===== src/rtl/serial_adder_ctrl_pkg.sv =====
// Shared types and constants for the bit-serial adder controller.
package serial_adder_ctrl_pkg;

    typedef enum logic [1:0] {
        IDLE = 2'd0,
        RUN  = 2'd1,
        DONE = 2'd2
    } state_t;

    localparam int DEFAULT_WIDTH = 8;

endpackage


===== src/rtl/serial_adder_ctrl_fulladder.sv =====
// One-bit full-adder cell used as the serial bit slice.
module fulladder (
    input  logic a,
    input  logic b,
    input  logic c,
    output logic s,
    output logic ca
);

    assign s  = a ^ b ^ c;
    assign ca = (a & b) | (a & c) | (b & c);

endmodule


===== src/rtl/serial_adder_ctrl.sv =====
// Bit-serial word adder: one operand bit pair per cycle through a single
// full-adder cell, with a start/busy/done handshake.
module serial_adder_ctrl
    import serial_adder_ctrl_pkg::*;
#(
    parameter  int WIDTH = DEFAULT_WIDTH,
    localparam int CNT_W = $clog2(WIDTH + 1)
) (
    input  logic             clk,
    input  logic             rst_n,
    input  logic             start,
    input  logic [WIDTH-1:0] a,
    input  logic [WIDTH-1:0] b,
    input  logic             cin,
    output logic             busy,
    output logic             done,
    output logic [WIDTH-1:0] sum,
    output logic             cout
);

    state_t           state, state_nxt;
    logic [WIDTH-1:0] opa, opb, acc, acc_nxt, s_msb;
    logic             creg, s, ca;
    logic [CNT_W-1:0] cnt;
    logic             accept, last;

    fulladder u_fa (
        .a  (opa[0]),
        .b  (opb[0]),
        .c  (creg),
        .s  (s),
        .ca (ca)
    );

    assign accept = (state == IDLE || state == DONE) && start;
    assign last   = (state == RUN) && (cnt == CNT_W'(WIDTH - 1));

    // Sum bit enters at the MSB; written this way so WIDTH=1 needs no special case.
    always_comb begin
        s_msb            = '0;
        s_msb[WIDTH-1]   = s;
        acc_nxt          = (acc >> 1) | s_msb;
    end

    always_ff @(posedge clk or negedge rst_n) begin
        if (!rst_n) state <= IDLE;
        else        state <= state_nxt;
    end

    always_comb begin
        state_nxt = state;
        case (state)
            IDLE:    if (start) state_nxt = RUN;
            RUN:     if (last)  state_nxt = DONE;
            DONE:    state_nxt = start ? RUN : IDLE;
            default: state_nxt = IDLE;
        endcase
    end

    always_comb begin
        busy = (state == RUN);
        done = (state == DONE);
    end

    always_ff @(posedge clk or negedge rst_n) begin
        if (!rst_n) begin
            opa  <= '0;
            opb  <= '0;
            acc  <= '0;
            creg <= 1'b0;
            cnt  <= '0;
            sum  <= '0;
            cout <= 1'b0;
        end else if (accept) begin
            opa  <= a;
            opb  <= b;
            creg <= cin;
            acc  <= '0;
            cnt  <= '0;
        end else if (state == RUN) begin
            opa  <= opa >> 1;
            opb  <= opb >> 1;
            acc  <= acc_nxt;
            creg <= ca;
            cnt  <= cnt + CNT_W'(1);
            // Result ports only update on completion, never with partial sums.
            if (last) begin
                sum  <= acc_nxt;
                cout <= ca;
            end
        end
    end

endmodule

===== config.mk =====
export PLATFORM = sky130hd
export DESIGN_NAME = serial_adder_ctrl
export DESIGN_NICKNAME = d
export VERILOG_FILES = /design/src/rtl/serial_adder_ctrl_pkg.sv /design/src/rtl/serial_adder_ctrl_fulladder.sv /design/src/rtl/serial_adder_ctrl.sv
export SDC_FILE = /design/constraint.sdc
export NUM_CORES = 1
export LEC_CHECK = 0
export BUFFER_PORTS_ARGS = -buffer_cell sky130_fd_sc_hd__buf_2
export CAP_MARGIN = 0
export CORE_AREA = 5 5 62 64
export DETAILED_ROUTE_END_ITERATION = 8
export DIE_AREA = 0 0 67 69
export GPL_TIMING_DRIVEN = 0
export PLACE_DENSITY = 0.71
export SLEW_MARGIN = 10
export SYNTH_ARGS = -nofsm -noshare
export SYNTH_HDL_FRONTEND = slang
export SYNTH_SLANG_ARGS = --single-unit

===== constraint.sdc =====
create_clock -name clk -period 1.99 [get_ports clk]
set_input_delay 0.398 -clock clk [delete_from_list [all_inputs] [get_ports clk]]
set_output_delay 0.398 -clock clk [all_outputs]
set_load 0.005 [all_outputs]

==> load_flow_metrics.sql <==
INSERT INTO impl_metrics (metric_group, metric, value, unit) VALUES
('layout', 'layout.cells.non_filler', '223', ''),
('layout', 'areaGrowthSynthToFinish', '17.16', '%'),
('clock_tree', 'clock-sinks', '39', ''),
('synthesis', 'ys_seq_area_frac', '0.6028', ''),
('synthesis', 'postSynth.topFlopCell', 'dfrtp_1', ''),
('sta', 'slew_violations', '0', ''),
('power', 'share_clk_of_total_power', '0.150', ''),
('synthesis', 'post-synth-top-count-cell', 'dfrtp_1', ''),
('die', 'die-height', '69', 'um'),
('synthesis', 'netlist_area', '1619', 'um^2'),
('power', 'p_seq_frac', '0.454', ''),
('detailed_routing', 'routed-via-count', '1177', ''),
('setup_path', 'path_delay_family', 'buffers and inverters', ''),
('setup_path', 'reg2reg_depth', '4', ''),
('die', 'fp-row-count', '21', ''),
('setup_path', 'worstPathCellList', 'nand2b_1 -> buf_6 -> inv_1 -> buf_6 -> buf_2', ''),
('power', 'p_int', '1.946', 'mW'),
('grt', 'remaining_overflow_grt', '0', ''),
('clock_tree', 'cts_buffer_depth', '2', ''),
('synthesis', 'synth.top_cells.by_count', 'dfrtp_1, nand2_1, a22o_1, mux2_2, nor2_1', ''),
('detailed_routing', 'detail_route.wl_per_cell', '14.66', 'um'),
('sta', 'fmax', '545.4', 'MHz'),
('power', 'sw_frac_of_total', '0.3597', ''),
('setup_path', 'setup.worst_path.end_class', 'output port', ''),
('clock_tree', 'cts_setup_buffers', '0', ''),
('detailed_routing', 'drt_iter0_drc', '111', ''),
('synthesis', 'yosysWarnings', '0', ''),
('sta', 'final.setup.worst_slack', '0.1563', 'ns'),
('synthesis', 'ffs_latches_synth', '39', ''),
('synthesis', 'synthesis.area_per_instance', '11.56', 'um^2'),
('synthesis', 'yosysTopAreaCellShare', '0.6028', ''),
('die', 'placeableCoreArea', '3232', 'um^2'),
('grt', 'track_usage', '0.1538', ''),
('clock_tree', 'cts_made_buffers', '5', ''),
('layout', 'net_count_of_the_finished_layout', '198', ''),
('clock_tree', 'tritoncts_clock_tree', 'done', ''),
('setup_path', 'crit-reg2reg-capture', 'cout$_DFFE_PN0P_', ''),
('grt', 'grt_max_degree', '40', ''),
('layout', 'fraction_of_final_layout_cells_sized_beyond_drive_strength_1', '0.2994', ''),
('power', 'p_sw', '1.093', 'mW'),
('sta', 'worst_slew_margin_rel', '0.4450', ''),
('detailed_routing', 'number_of_nets_still_failing_antenna_checks_after_routing', '0', ''),
('sta', 'final-hold-violation-count', '0', ''),
('power', 'p_per_area', '1602', 'nW/um^2'),
('die', 'die_outline_area', '4623', 'um^2'),
('setup_path', 'cp_data_arrival_time', '1.44', 'ns'),
('sta', 'setup_viol', '0', ''),
('die', 'ioPinCount', '31', ''),
('detailed_routing', 'drt_pass1_iterations', '4', ''),
('layout', 'num_antenna_cells', '0', ''),
('synthesis', 'post_synth_main_area_contributors', 'dfrtp_1, mux2_2, nand2_1, a22o_1, a31oi_1', ''),
('grt', 'grt_antenna_before_repair', '0', ''),
('setup_path', 'crit_buf_inv', '4', ''),
('setup_path', 'critPathLaunchType', 'flip-flop', ''),
('run_status', 'status', 'complete, no violations', ''),
('setup_path', 'critical_path_class', 'flip-flop to output port', ''),
('placed_design', 'place.gp.congestion', '0.7873', ''),
('sta', 'worst_pin_slew', '0.8324', 'ns'),
('detailed_routing', 'postRouteWirelength', '3269', 'um'),
('power', 'max-vdd-ir-drop', '804.5', 'uV'),
('grt', 'first_pass_grt_wire_length', '5526', 'um'),
('setup_path', 'cp_common_cell', 'buf_6', ''),
('setup_path', 'critical_path.slowest_cell', 'dfrtp_1', ''),
('placed_design', 'placed_cells_incl_taps', '216', ''),
('setup_path', 'worst-endpoint-required', '1.59', 'ns'),
('synthesis', 'synthDistinctLibCells', '25', ''),
('power', 'p_leak', '0.9288', 'nW'),
('sta', 'final.period_utilization', '0.9214', ''),
('setup_path', 'r2r-start', 'state[1]$_DFFE_PN0P_', ''),
('synthesis', 'post_synth_inst_count', '140', ''),
('power', 'combinationalPowerShare', '0.396', '');
## power groups by stage
| stage | clock (mW) | combinational, mW | sequential, mW |
|---|---|---|---|
| after floorplan | 0 | 0.867 | 1.36 |
| after global placement | 0 | 1.17 | 1.38 |
| after detailed placement | 0 | 1.21 | 1.40 |
| after CTS | 0.465 | 1.24 | 1.38 |
| after global routing | 0.512 | 1.33 | 1.43 |
| final | 0.456 | 1.20 | 1.38 |
## final cells by class
class / count / area (um^2)
Multi-Input combinational cell: 91 / 593.1
Inverter: 1 / 3.754
Clock buffer: 8 / 68.82
Tap cell: 46 / 57.56
Sequential cell: 39 / 975.9
Buffer: 8 / 47.55
Timing Repair Buffer: 30 / 150.1
Fill cell: 292 / 1335
## worst max-delay path by stage
stage | startpoint | to
finish | state[1]$_DFFE_PN0P_ | busy
global route | state[1]$_DFFE_PN0P_ | busy
CTS | state[1]$_DFFE_PN0P_ | busy
detailed placement | state[1]$_DFFE_PN0P_ | busy
global placement | state[1]$_DFFE_PN0P_ | busy
floorplan | state[1]$_DFFE_PN0P_ | cout$_DFFE_PN0P_
## per-layer routing
layer,vias up,track usage,part of all wire
met5,-,0,0
met4,0,0.04505,0.011
met3,5,0.06169,0.076
met2,35,0.2271,0.47
met1,572,0.2068,0.44
li1,565,-,-
## kinds of logic after synthesis
family                     after synthesis  synth area share
and+or+nand+nor                         50            0.1391
DFF                                     39            0.6028
AOI/OAI and AO/OA                       26            0.1198
muxes                                   12           0.08192
buffers and inverters                   10           0.03091
adders and majority gates                2           0.02009
xor gates and xnor gates                 1          0.005411
## metrics by stage
step / power [mW] / cell area [um^2] / util
final: 3.039 / 1897 / 0.5869
after global routing: 3.275 / 1897 / 0.5869
after CTS: 3.088 / 1904 / 0.5892
after detailed placement: 2.607 / 1827 / 0.5652
after global placement: 2.552 / 1827 / 0.5652
after floorplan: 2.225 / 1619 / -
## state kept, by name (all words and copies together), names as in the netlist
signal,cells
acc,7
cnt,4
cout,1
creg,1
opa,8
opb,8
state,2
sum,8
## cells in the final DEF, fill, tap and decap left out, drive strengths merged
cell	n
a22o	10
a22oi	6
a31oi	8
and2b	1
buf	34
clkbuf	12
dfrtp	39
fa	1
ha	1
inv	1
mux2	10
mux2i	2
nand2	26
nand2b	2
nand3	6
nand4	1
nor2	11
nor2b	1
nor3	2
o21ai	1
o22ai	1
xnor2	1
## timing repair
item                       4_1_cts  5_1_grt
setup endpoints to repair        1        1
gates resized for setup          3        1
hold buffers                     0        0
(Power assumes the default switching activity.)
